[src/rtl/decode_stage_controller_pkg.sv]
// Shared opcode constants, pipeline-entry type and operand-usage helpers for
// the decode stage.
package decode_stage_controller_pkg;

   localparam logic [6:0] OP_LUI    = 7'b0110111;
   localparam logic [6:0] OP_AUIPC  = 7'b0010111;
   localparam logic [6:0] OP_JAL    = 7'b1101111;
   localparam logic [6:0] OP_JALR   = 7'b1100111;
   localparam logic [6:0] OP_BRANCH = 7'b1100011;
   localparam logic [6:0] OP_LOAD   = 7'b0000011;
   localparam logic [6:0] OP_STORE  = 7'b0100011;
   localparam logic [6:0] OP_IMM    = 7'b0010011;
   localparam logic [6:0] OP_REG    = 7'b0110011;

   // Stored PC width; the stage casts to and from XLEN at its boundary.
   localparam int unsigned PIPE_PC_W = 32;

   typedef struct packed {
      logic                 valid;
      logic [PIPE_PC_W-1:0] pc;
      logic [31:0]          instr;
   } pipe_entry_t;

   function automatic logic rs1_is_read(input logic [6:0] op);
      return !(op inside {OP_LUI, OP_AUIPC, OP_JAL});
   endfunction

   function automatic logic rs2_is_read(input logic [6:0] op);
      return op inside {OP_REG, OP_STORE, OP_BRANCH};
   endfunction

endpackage

[src/rtl/decode_stage_controller_if.sv]
// Fetch / execute / hazard-feedback signal bundle of the decode stage.
// master: the surrounding pipeline (fetch, execute); slave: the decode stage.
interface decode_stage_controller_if #(
   parameter int unsigned XLEN        = 32,
   parameter int unsigned STALL_CNT_W = 32
);
   logic                   in_valid;
   logic                   in_ready;
   logic [XLEN-1:0]        in_pc;
   logic [31:0]            in_instr;
   logic                   flush;
   logic                   ex_load_valid;
   logic [4:0]             ex_load_rd;
   logic                   out_valid;
   logic                   out_ready;
   logic [XLEN-1:0]        out_pc;
   logic [31:0]            out_instr;
   logic [XLEN-1:0]        out_imm;
   logic [4:0]             out_rs1;
   logic [4:0]             out_rs2;
   logic [4:0]             out_rd;
   logic                   out_rs1_used;
   logic                   out_rs2_used;
   logic                   hazard;
   logic [STALL_CNT_W-1:0] stall_cycles;

   modport master (
      output in_valid, in_pc, in_instr, flush, ex_load_valid, ex_load_rd, out_ready,
      input  in_ready, out_valid, out_pc, out_instr, out_imm, out_rs1, out_rs2, out_rd,
             out_rs1_used, out_rs2_used, hazard, stall_cycles
   );

   modport slave (
      input  in_valid, in_pc, in_instr, flush, ex_load_valid, ex_load_rd, out_ready,
      output in_ready, out_valid, out_pc, out_instr, out_imm, out_rs1, out_rs2, out_rd,
             out_rs1_used, out_rs2_used, hazard, stall_cycles
   );
endinterface

[src/rtl/decode_stage_controller_immediate_generator.sv]
// RISC-V I/S/B/U/J immediate extraction, sign-extended to XLEN.
// Opcodes without an immediate (including unknown ones) produce zero.
module immediate_generator
   import decode_stage_controller_pkg::*;
#(
   parameter int unsigned XLEN = 32
) (
   input  logic [31:0]     i_instr,
   output logic [XLEN-1:0] o_imm
);

   logic [31:0] w_imm32;

   always_comb begin
      w_imm32 = '0;
      case (i_instr[6:0])
         OP_IMM, OP_LOAD, OP_JALR:
            w_imm32 = {{20{i_instr[31]}}, i_instr[31:20]};
         OP_STORE:
            w_imm32 = {{20{i_instr[31]}}, i_instr[31:25], i_instr[11:7]};
         OP_BRANCH:
            w_imm32 = {{19{i_instr[31]}}, i_instr[31], i_instr[7], i_instr[30:25],
                       i_instr[11:8], 1'b0};
         OP_LUI, OP_AUIPC:
            w_imm32 = {i_instr[31:12], 12'b0};
         OP_JAL:
            w_imm32 = {{11{i_instr[31]}}, i_instr[31], i_instr[19:12], i_instr[20],
                       i_instr[30:21], 1'b0};
         default:
            w_imm32 = '0;
      endcase
      o_imm = XLEN'(signed'(w_imm32));
   end

endmodule

[src/rtl/decode_stage_controller.sv]
// Decode pipeline stage: one-entry instruction register with load-use bubble
// insertion, flush, and a saturating stall counter.
// Optional macro DECODE_SKID_BUFFER_EN adds a skid entry that registers in_ready.
module decode_stage_controller
   import decode_stage_controller_pkg::*;
#(
   parameter int unsigned XLEN        = 32,
   parameter int unsigned STALL_CNT_W = 32
) (
   input logic                       clk,
   input logic                       rst_n,
   decode_stage_controller_if.slave  bus
);

   pipe_entry_t            r_prim;
   pipe_entry_t            w_in_entry;
   logic [STALL_CNT_W-1:0] r_stall_cnt;
   logic [6:0]             w_opcode;
   logic [4:0]             w_rs1;
   logic [4:0]             w_rs2;
   logic [4:0]             w_rd;
   logic                   w_rs1_used;
   logic                   w_rs2_used;
   logic                   w_hazard;
   logic                   w_out_valid;
   logic                   w_drain;
   logic                   w_in_ready;
   logic                   w_xfer;
   logic [XLEN-1:0]        w_imm;

   assign w_opcode   = r_prim.instr[6:0];
   assign w_rs1      = r_prim.instr[19:15];
   assign w_rs2      = r_prim.instr[24:20];
   assign w_rd       = r_prim.instr[11:7];
   assign w_rs1_used = rs1_is_read(w_opcode);
   assign w_rs2_used = rs2_is_read(w_opcode);

   assign w_hazard = r_prim.valid && bus.ex_load_valid && (bus.ex_load_rd != '0) &&
                     ((w_rs1_used && (w_rs1 == bus.ex_load_rd)) ||
                      (w_rs2_used && (w_rs2 == bus.ex_load_rd)));

   assign w_out_valid = r_prim.valid && !w_hazard;
   assign w_drain     = w_out_valid && bus.out_ready;
   assign w_xfer      = bus.in_valid && w_in_ready;
   assign w_in_entry  = '{valid: 1'b1, pc: PIPE_PC_W'(bus.in_pc), instr: bus.in_instr};

`ifdef DECODE_SKID_BUFFER_EN
   pipe_entry_t r_skid;

   assign w_in_ready = !r_skid.valid && !bus.flush;

   // Skid only ever fills while primary is stalled, so a draining primary is
   // refilled from skid first; in_ready is low whenever skid is occupied.
   always_ff @(posedge clk or negedge rst_n) begin
      if (!rst_n) begin
         r_prim <= '0;
      end else if (bus.flush) begin
         r_prim.valid <= 1'b0;
      end else if (!r_prim.valid || w_drain) begin
         if (r_skid.valid) begin
            r_prim <= r_skid;
         end else if (w_xfer) begin
            r_prim <= w_in_entry;
         end else begin
            r_prim.valid <= 1'b0;
         end
      end
   end

   always_ff @(posedge clk or negedge rst_n) begin
      if (!rst_n) begin
         r_skid <= '0;
      end else if (bus.flush) begin
         r_skid.valid <= 1'b0;
      end else if (r_prim.valid && !w_drain) begin
         if (w_xfer) begin
            r_skid <= w_in_entry;
         end
      end else begin
         r_skid.valid <= 1'b0;
      end
   end
`else
   assign w_in_ready = !bus.flush && (!r_prim.valid || w_drain);

   always_ff @(posedge clk or negedge rst_n) begin
      if (!rst_n) begin
         r_prim <= '0;
      end else if (bus.flush) begin
         r_prim.valid <= 1'b0;
      end else if (w_xfer) begin
         r_prim <= w_in_entry;
      end else if (w_drain) begin
         r_prim.valid <= 1'b0;
      end
   end
`endif

   always_ff @(posedge clk or negedge rst_n) begin
      if (!rst_n) begin
         r_stall_cnt <= '0;
      end else if (w_hazard && (r_stall_cnt != '1)) begin
         r_stall_cnt <= r_stall_cnt + 1'b1;
      end
   end

   immediate_generator #(
      .XLEN (XLEN)
   ) u_immgen (
      .i_instr (r_prim.instr),
      .o_imm   (w_imm)
   );

   assign bus.in_ready     = w_in_ready;
   assign bus.out_valid    = w_out_valid;
   assign bus.out_pc       = XLEN'(r_prim.pc);
   assign bus.out_instr    = r_prim.instr;
   assign bus.out_imm      = w_imm;
   assign bus.out_rs1      = w_rs1;
   assign bus.out_rs2      = w_rs2;
   assign bus.out_rd       = w_rd;
   assign bus.out_rs1_used = w_rs1_used;
   assign bus.out_rs2_used = w_rs2_used;
   assign bus.hazard       = w_hazard;
   assign bus.stall_cycles = r_stall_cnt;

endmodule

[src/flat_wrapper.sv]
// flat-port wrapper written by rule: the top's interface ports become plain ports
module decode_stage_controller_flat import decode_stage_controller_pkg::*;
#(
   parameter int unsigned XLEN        = 32,
   parameter int unsigned STALL_CNT_W = 32
)
  (clk, rst_n, bus_in_valid, bus_in_pc, bus_in_instr, bus_flush, bus_ex_load_valid, bus_ex_load_rd, bus_out_ready, bus_in_ready, bus_out_valid, bus_out_pc, bus_out_instr, bus_out_imm, bus_out_rs1, bus_out_rs2, bus_out_rd, bus_out_rs1_used, bus_out_rs2_used, bus_hazard, bus_stall_cycles);
  decode_stage_controller_if #(.XLEN(XLEN), .STALL_CNT_W(STALL_CNT_W)) bus_i ();
  input logic clk;
  input logic rst_n;
  input wire logic [$bits(bus_i.in_valid)-1:0] bus_in_valid;
  input wire logic [$bits(bus_i.in_pc)-1:0] bus_in_pc;
  input wire logic [$bits(bus_i.in_instr)-1:0] bus_in_instr;
  input wire logic [$bits(bus_i.flush)-1:0] bus_flush;
  input wire logic [$bits(bus_i.ex_load_valid)-1:0] bus_ex_load_valid;
  input wire logic [$bits(bus_i.ex_load_rd)-1:0] bus_ex_load_rd;
  input wire logic [$bits(bus_i.out_ready)-1:0] bus_out_ready;
  output wire logic [$bits(bus_i.in_ready)-1:0] bus_in_ready;
  output wire logic [$bits(bus_i.out_valid)-1:0] bus_out_valid;
  output wire logic [$bits(bus_i.out_pc)-1:0] bus_out_pc;
  output wire logic [$bits(bus_i.out_instr)-1:0] bus_out_instr;
  output wire logic [$bits(bus_i.out_imm)-1:0] bus_out_imm;
  output wire logic [$bits(bus_i.out_rs1)-1:0] bus_out_rs1;
  output wire logic [$bits(bus_i.out_rs2)-1:0] bus_out_rs2;
  output wire logic [$bits(bus_i.out_rd)-1:0] bus_out_rd;
  output wire logic [$bits(bus_i.out_rs1_used)-1:0] bus_out_rs1_used;
  output wire logic [$bits(bus_i.out_rs2_used)-1:0] bus_out_rs2_used;
  output wire logic [$bits(bus_i.hazard)-1:0] bus_hazard;
  output wire logic [$bits(bus_i.stall_cycles)-1:0] bus_stall_cycles;
  assign bus_i.in_valid = bus_in_valid;
  assign bus_i.in_pc = bus_in_pc;
  assign bus_i.in_instr = bus_in_instr;
  assign bus_i.flush = bus_flush;
  assign bus_i.ex_load_valid = bus_ex_load_valid;
  assign bus_i.ex_load_rd = bus_ex_load_rd;
  assign bus_i.out_ready = bus_out_ready;
  assign bus_in_ready = bus_i.in_ready;
  assign bus_out_valid = bus_i.out_valid;
  assign bus_out_pc = bus_i.out_pc;
  assign bus_out_instr = bus_i.out_instr;
  assign bus_out_imm = bus_i.out_imm;
  assign bus_out_rs1 = bus_i.out_rs1;
  assign bus_out_rs2 = bus_i.out_rs2;
  assign bus_out_rd = bus_i.out_rd;
  assign bus_out_rs1_used = bus_i.out_rs1_used;
  assign bus_out_rs2_used = bus_i.out_rs2_used;
  assign bus_hazard = bus_i.hazard;
  assign bus_stall_cycles = bus_i.stall_cycles;
  decode_stage_controller #(.XLEN(XLEN), .STALL_CNT_W(STALL_CNT_W)) u_core (.clk(clk), .rst_n(rst_n), .bus(bus_i));
endmodule
[config.mk]
export PLATFORM = sky130hd
export DESIGN_NAME = decode_stage_controller_flat
export DESIGN_NICKNAME = d
export VERILOG_FILES = /design/src/rtl/decode_stage_controller_pkg.sv /design/src/rtl/decode_stage_controller_if.sv /design/src/rtl/decode_stage_controller_immediate_generator.sv /design/src/rtl/decode_stage_controller.sv /design/src/flat_wrapper.sv
export SDC_FILE = /design/constraint.sdc
export NUM_CORES = 1
export LEC_CHECK = 0
export CAP_MARGIN = 10
export CORE_MARGIN = 2
export CORE_UTILIZATION = 38
export DETAILED_ROUTE_END_ITERATION = 8
export PLACE_DENSITY = 0.78
export SLEW_MARGIN = 40
export SYNTH_ARGS = -nofsm -noshare
export SYNTH_HDL_FRONTEND = slang
export SYNTH_SLANG_ARGS = --single-unit
[constraint.sdc]
create_clock -name clk -period 3.1 [get_ports clk]
set_input_delay 0.31 -clock clk [delete_from_list [all_inputs] [get_ports clk]]
set_output_delay 0.31 -clock clk [all_outputs]
set_load 0.05 [all_outputs]
; Yosys cells after proc, flatten, opt, wreduce, memory -nomap -nowiden
; Cells that the tools add are included.
[op_classes]
add_sub_neg = 1
multipliers = 0
div_mod_pow = 0
order_cmp = 0
n_eq_ne = 12
n_shift = 0
muxes = 4
n_bitwise = 1
n_reduce_logical = 23
[op_table]
columns = cell, n
row1 = one-hot mux 32 bit (5 select lines), 1
row2 = adder 32 x 1 -> 32 bit (second input constant), 1
row3 = inequality test 32 bit (second input constant), 1
row4 = equality test 7 x 6 -> 1 bit (second input constant), 3
row5 = equality test 7 bit (second input constant), 3
row6 = equality test 7 x 5 -> 1 bit (second input constant), 2
row7 = equality test 5 bit, 2
row8 = logical AND 1 bit, 10
row9 = nonzero test 3 bit, 3
row10 = equality test 7 x 2 -> 1 bit (second input constant), 1
row11 = nonzero test 5 bit, 1
row12 = logical NOT 1 bit, 4
row13 = two-way mux 1 bit, 3
row14 = OR reduction 3 bit, 1
row15 = logical OR 1 bit, 2
row16 = AND reduction 2 bit, 1
row17 = OR reduction 2 bit, 1
row18 = inverter 1 bit, 1
[word_totals]
reg_bits = 97
latchBits = 0
ram_bits = 0
rom_bits = 0
in_bits = 75
word_cells = 45
memories = 0

; Longest topological paths before layout
[depth]
ltp_word = 14
mapped_depth = 9
depth_no_buf = 6

; Modules after synthesis
; From an unflattened synthesis, not the netlist that was laid out.
[hier_totals]
cells_unflattened = 473
area_unflattened_um2 = 5308.8
[modules_own_cells]
columns = module, n_inst, cells_each, area_per_inst_um2, seq_area_each_um2
row1 = decode_stage_controller, 1, 394, 4762.1, 2427.3
row2 = immediate_generator, 1, 79, 546.8, 0.0

; Least setup slack after synthesis
; OpenSTA, ideal clock, no wires.
[synth_path]
path_type = register -> output
startpoint = reg u_core.r_prim (netlist bit u_core.bus.out_instr[6])
endpoint = out bus_in_ready
t_arrival_ns = 2.949
path_slack_ns = -0.159
stages_incl_launch_ff = 8
path_cell_list = dfrtp_1 buf_2 or3b_2 a21oi_4 or4_1 and2_4 inv_1 nor3_1
[synth_via]
elab_chain_len = 11
elab_cells_between_ends = 18
[synth_lines]
columns = item, line_no
row1 = from (decl), decode_stage_controller.sv:15  ; pipe_entry_t r_prim;
row2 = from (signal assigned), decode_stage_controller.sv:92  ; r_prim <= w_in_entry;
row3 = equality test 7 x 6 -> 1 bit (tied with other cells), decode_stage_controller_pkg.sv:25  ; return !(op inside {OP_LUI, OP_AUIPC, OP_JAL});
row4 = nonzero test 3 bit, decode_stage_controller_pkg.sv:25
row5 = logical NOT 1 bit, decode_stage_controller_pkg.sv:25
row6 = logical AND 1 bit, decode_stage_controller.sv:39  ; ((w_rs1_used && (w_rs1 == bus.ex_load_rd)) ||
row7 = logical OR 1 bit (*), decode_stage_controller.sv:39
row8 = logical AND 1 bit (*), decode_stage_controller.sv:38  ; assign w_hazard = r_prim.valid && bus.ex_load_valid && (bus.ex_load_rd != '0) &&
row9 = named net bus_hazard, flat_wrapper.sv:28  ; output wire logic [$bits(bus_i.hazard)-1:0] bus_hazard;
row10 = logical NOT 1 bit (*), decode_stage_controller.sv:42  ; assign w_out_valid = r_prim.valid && !w_hazard;
row11 = logical AND 1 bit (*), decode_stage_controller.sv:42
row12 = logical AND 1 bit (*), decode_stage_controller.sv:43  ; assign w_drain = w_out_valid && bus.out_ready;
row13 = logical OR 1 bit (*), decode_stage_controller.sv:84  ; assign w_in_ready = !bus.flush && (!r_prim.valid || w_drain);
row14 = logical AND 1 bit (*), decode_stage_controller.sv:84
row15 = to (decl), flat_wrapper.sv:18  ; output wire logic [$bits(bus_i.in_ready)-1:0] bus_in_ready;
; The timed path passes the listed nets; every way through them passes the cells marked *.

; Final worst setup path
[layout_path]
startpoint = reg u_core.r_prim (netlist bit u_core.bus.out_instr[3])
endpoint = out bus_out_imm[8]
[layout_via]
elab_chain_len = 3
elab_cells_between_ends = 11
[layout_lines]
columns = item, line_no
row1 = equality test 7 x 5 -> 1 bit (tied with other cells), decode_stage_controller_immediate_generator.sv:16  ; case (i_instr[6:0])
row2 = OR reduction 3 bit or OR reduction 2 bit (tied branches), decode_stage_controller_immediate_generator.sv:16
row3 = one-hot mux 32 bit (5 select lines) (*), decode_stage_controller_immediate_generator.sv:16
row4 = to (decl), flat_wrapper.sv:22  ; output wire logic [$bits(bus_i.out_imm)-1:0] bus_out_imm;
; Mark *: on every way between the ends. The rest lies on a longest branch, timed or not.

==> flow_metrics.py <==
metrics = {
    "outcome": {
        "status": "complete, no violations",
    },
    "critical_path": {
        "path_class": "register to output pin",
        "cp.arrival_ns": 2.60,
        "startpoint_type": "register",
        "crit_required_ns": 2.79,
        "crit_fanout": 8,
        "cp-end-kind": "output pin",
    },
    "drt": {
        "final_antenna_net_count": 0,
        "wl_per_cell_um": 17.6,
        "via_per_inst": 4.86,
        "drtIter0Drc": 153,
        "vias": 3768,
        "drcViolationCount": 0,
        "wl_um": 13600,
        "firstDrtPassIters": 4,
    },
    "placement": {
        "placed_area_sq_mm": 0.00734,
        "place_inst": 755,
        "gp_congestion": 0.806,
        "portBuffers": 222,
        "hpwlAfterDp_um": 10200,
    },
    "sta": {
        "hold_viol_final": 0,
        "grt_setup_unrepaired": "no",
        "fin_worst_skew_ns": 0.00934,
        "finalCriticalPeriod_ns": 2.91,
        "finalCritPeriodShare_pct": 93.8,
        "finalSetupViolations": 0,
        "fin_setup_tns_ns": 0,
        "slew_headroom_pct": 64.4,
        "maxSlewViolCount": 0,
        "tightest_slew_ns": 0.533,
        "fmax_ghz": 0.344,
    },
    "clock_tree": {
        "max-clock-path-buffers": 2,
        "clkSinkCount": 97,
        "cts-root-buf": "clkbuf_16",
        "cts_inserted_buffers": 9,
        "insertion_delay_ns": 0.34,
        "cts.htree.levels": 3,
        "cts_tree": "built",
        "clkSlewWorstSetupHoldPaths_ns": 0.07,
    },
    "die": {
        "io_pins": 223,
        "start_util_pct": 38.9,
        "core.rowCount": 43,
        "die_y_um": 123,
        "die_area_sq_mm": 0.0152,
        "die_w_um": 123,
        "core_sq_mm": 0.0139,
    },
    "layout": {
        "final_common_cell": "clkdlybuf4s50_1",
        "area_growth_pct": 42.5,
        "utilization_pct": 55.5,
        "postLayoutCellArea_sq_mm": 0.00770,
        "final_layout_size_suffix_gt1_share_pct": 20.5,
        "fill_cells": 1152,
        "insertedDiodeCount": 0,
        "nets": 666,
        "final_cell_mix": "197 x clkdlybuf4s50_1, 97 x dfrtp_1, 60 x mux2_4",
        "instances_no_fill": 775,
    },
    "logic_synthesis": {
        "ys_ff_latch": 97,
        "synth_area_per_cell_sq_um": 12.4,
        "synth_nets": 512,
        "ys.flop_type": "dfrtp_1",
        "synth_edf_count": 0,
        "synthCells": 436,
        "synth_area_sq_mm": 0.00540,
        "ys_async_sr_fraction_pct": 100,
        "synth-seq-area-share_pct": 44.9,
        "ys.warnings.count": 0,
        "synth_cell_type_count": 45,
    },
    "pwr": {
        "max-vdd-ir-drop_v": 0.000316,
        "p_leak_nw": 3.35,
        "powerDensity_mw_per_mm2": 592,
    },
    "global_route": {
        "grt_pass1_wl_um": 20800,
        "antenna_found_initial": 0,
        "grt_use_total_pct": 17.8,
        "grt_pass1_vias": 3862,
        "grt_max_degree": 82,
        "globalRouteOverflowTotal": 0,
    },
    "flow_run": {
        "cap_violations": 0,
    },
    "worst_hold_path": {
        "worstHoldPathType": "primary input to asynchronous set/reset pin",
    },
}
-- metrics by stage --
| step | total power [mW] | worst slack [ns] | hold slack (ns) |
|---|---|---|---|
| final | 4.56 | 0.193 | 0.432 |
| after floorplan | 2.98 | 0.0241 | 0.0144 |
| after global placement | 3.36 | 0.204 | 0.484 |
| after detailed placement | 3.39 | 0.158 | 0.411 |
| after global routing | 4.72 | 0.0566 | 0.470 |
| after CTS | 4.60 | 0.100 | 0.0402 |
-- per-layer routing --
| layer | up-vias | GRT usage [%] | part of all wire [%] |
|---|---|---|---|
| li1 | 1743 | - | - |
| met1 | 1869 | 21.8 | 41 |
| met2 | 143 | 30.9 | 51 |
| met3 | 13 | 4.38 | 6.5 |
| met4 | 0 | 5.75 | 1.3 |
| met5 | - | 0 | 0 |
-- power by group --
group / leakage (nW) / internal, mW / switching, mW
Sequential: 1.21 / 1.42 / 0.174
Clock: 0.149 / 0.710 / 0.486
Combinational: 1.99 / 0.730 / 1.04
Total: 3.35 / 2.86 / 1.70
-- sequential cells by signal, indices dropped and copies added (netlist names) --
name	cells
u_core.bus.stall_cycles	32
u_core.r_prim	1
u_core.bus.out_instr	32
u_core.bus.out_pc	32
-- worst paths after layout --
check	cells after the start	startpoint	slack, ns	end
worst max-delay path	5	u_core.bus.out_instr[3]	0.19	bus_out_imm[8]
worst min-delay path	2	rst_n	0.43	u_core.bus.out_instr[0]
worst max register to register	7	u_core.bus.out_instr[6]	0.40	u_core.bus.out_pc[2]
worst min register to register	1	u_core.bus.stall_cycles[10]	0.51	u_core.bus.stall_cycles[10]
max in group asynchronous	3	rst_n	2.10	u_core.bus.stall_cycles[12]
min in group clk	1	u_core.bus.stall_cycles[10]	0.51	u_core.bus.stall_cycles[10]
-- worst max-delay path, cell delays in order (launching register included) --
cell,delay [ns]
dfrtp_1,0.49
and4bb_4,0.40
a21oi_1,0.05
o21a_1,0.30
nor2b_1,0.19
clkdlybuf4s50_1,0.82
-- area by class of cell --
cell class	instances	area (sq um)	share of cell area, %
multi-input cells	239	2200	28.5
well taps	180	225	2.92
clock inverters	6	92.6	1.20
flip-flops and latches	97	2430	31.5
repair buffers	236	2500	32.5
inverters	7	26.3	0.341
clock buffers	10	229	2.97
-- logic make-up (layout without fill, tap and decap cells) --
| kind of cell | Yosys count | after routing | share of synthesized area, % |
|---|---|---|---|
| buffers and inverters | 100 | 259 | 14.6 |
| DFF | 97 | 97 | 44.9 |
| and+or+nand+nor | 94 | 94 | 10.4 |
| muxes | 65 | 65 | 17.7 |
| xor gates and xnor gates | 41 | 41 | 6.65 |
| AOI/OAI and AO/OA | 38 | 38 | 5.51 |
| adders and majority gates | 1 | 1 | 0.232 |
-- cell usage after synthesis, types with 3 or more instances --
cell type  number  area, sq um
dfrtp_1        97         2430
xnor2_1        40          350
clkbuf_1        3         11.3
or4_1           5         37.5
nor2b_1         8         50.1
a22o_1          4         35.0
a21o_1         19          143
nand4_1        18          113
and3_1          5         31.3
a21oi_1         4         20.0
inv_1           7         26.3
nor3_1          3         15.0
mux2_4         60          901
mux2_2          5         56.3
buf_4          79          593
buf_12          7          140
buf_2           3         15.0
nand3_1        14         70.1
nor2_1         10         37.5
nand2_1        14         52.6
-- timing repair --
| item | 4_1_cts | 5_1_grt |
|---|---|---|
| pin swaps | 0 | 1 |
| hold endpoints to repair | 0 | 36 |
| setup endpoints to repair | 5 | 1 |
| buffers inserted | 0 | 2 |
| hold buffers | 0 | 1 |
| gates resized for setup | 5 | 0 |
Power figures use the tool's default switching activity.
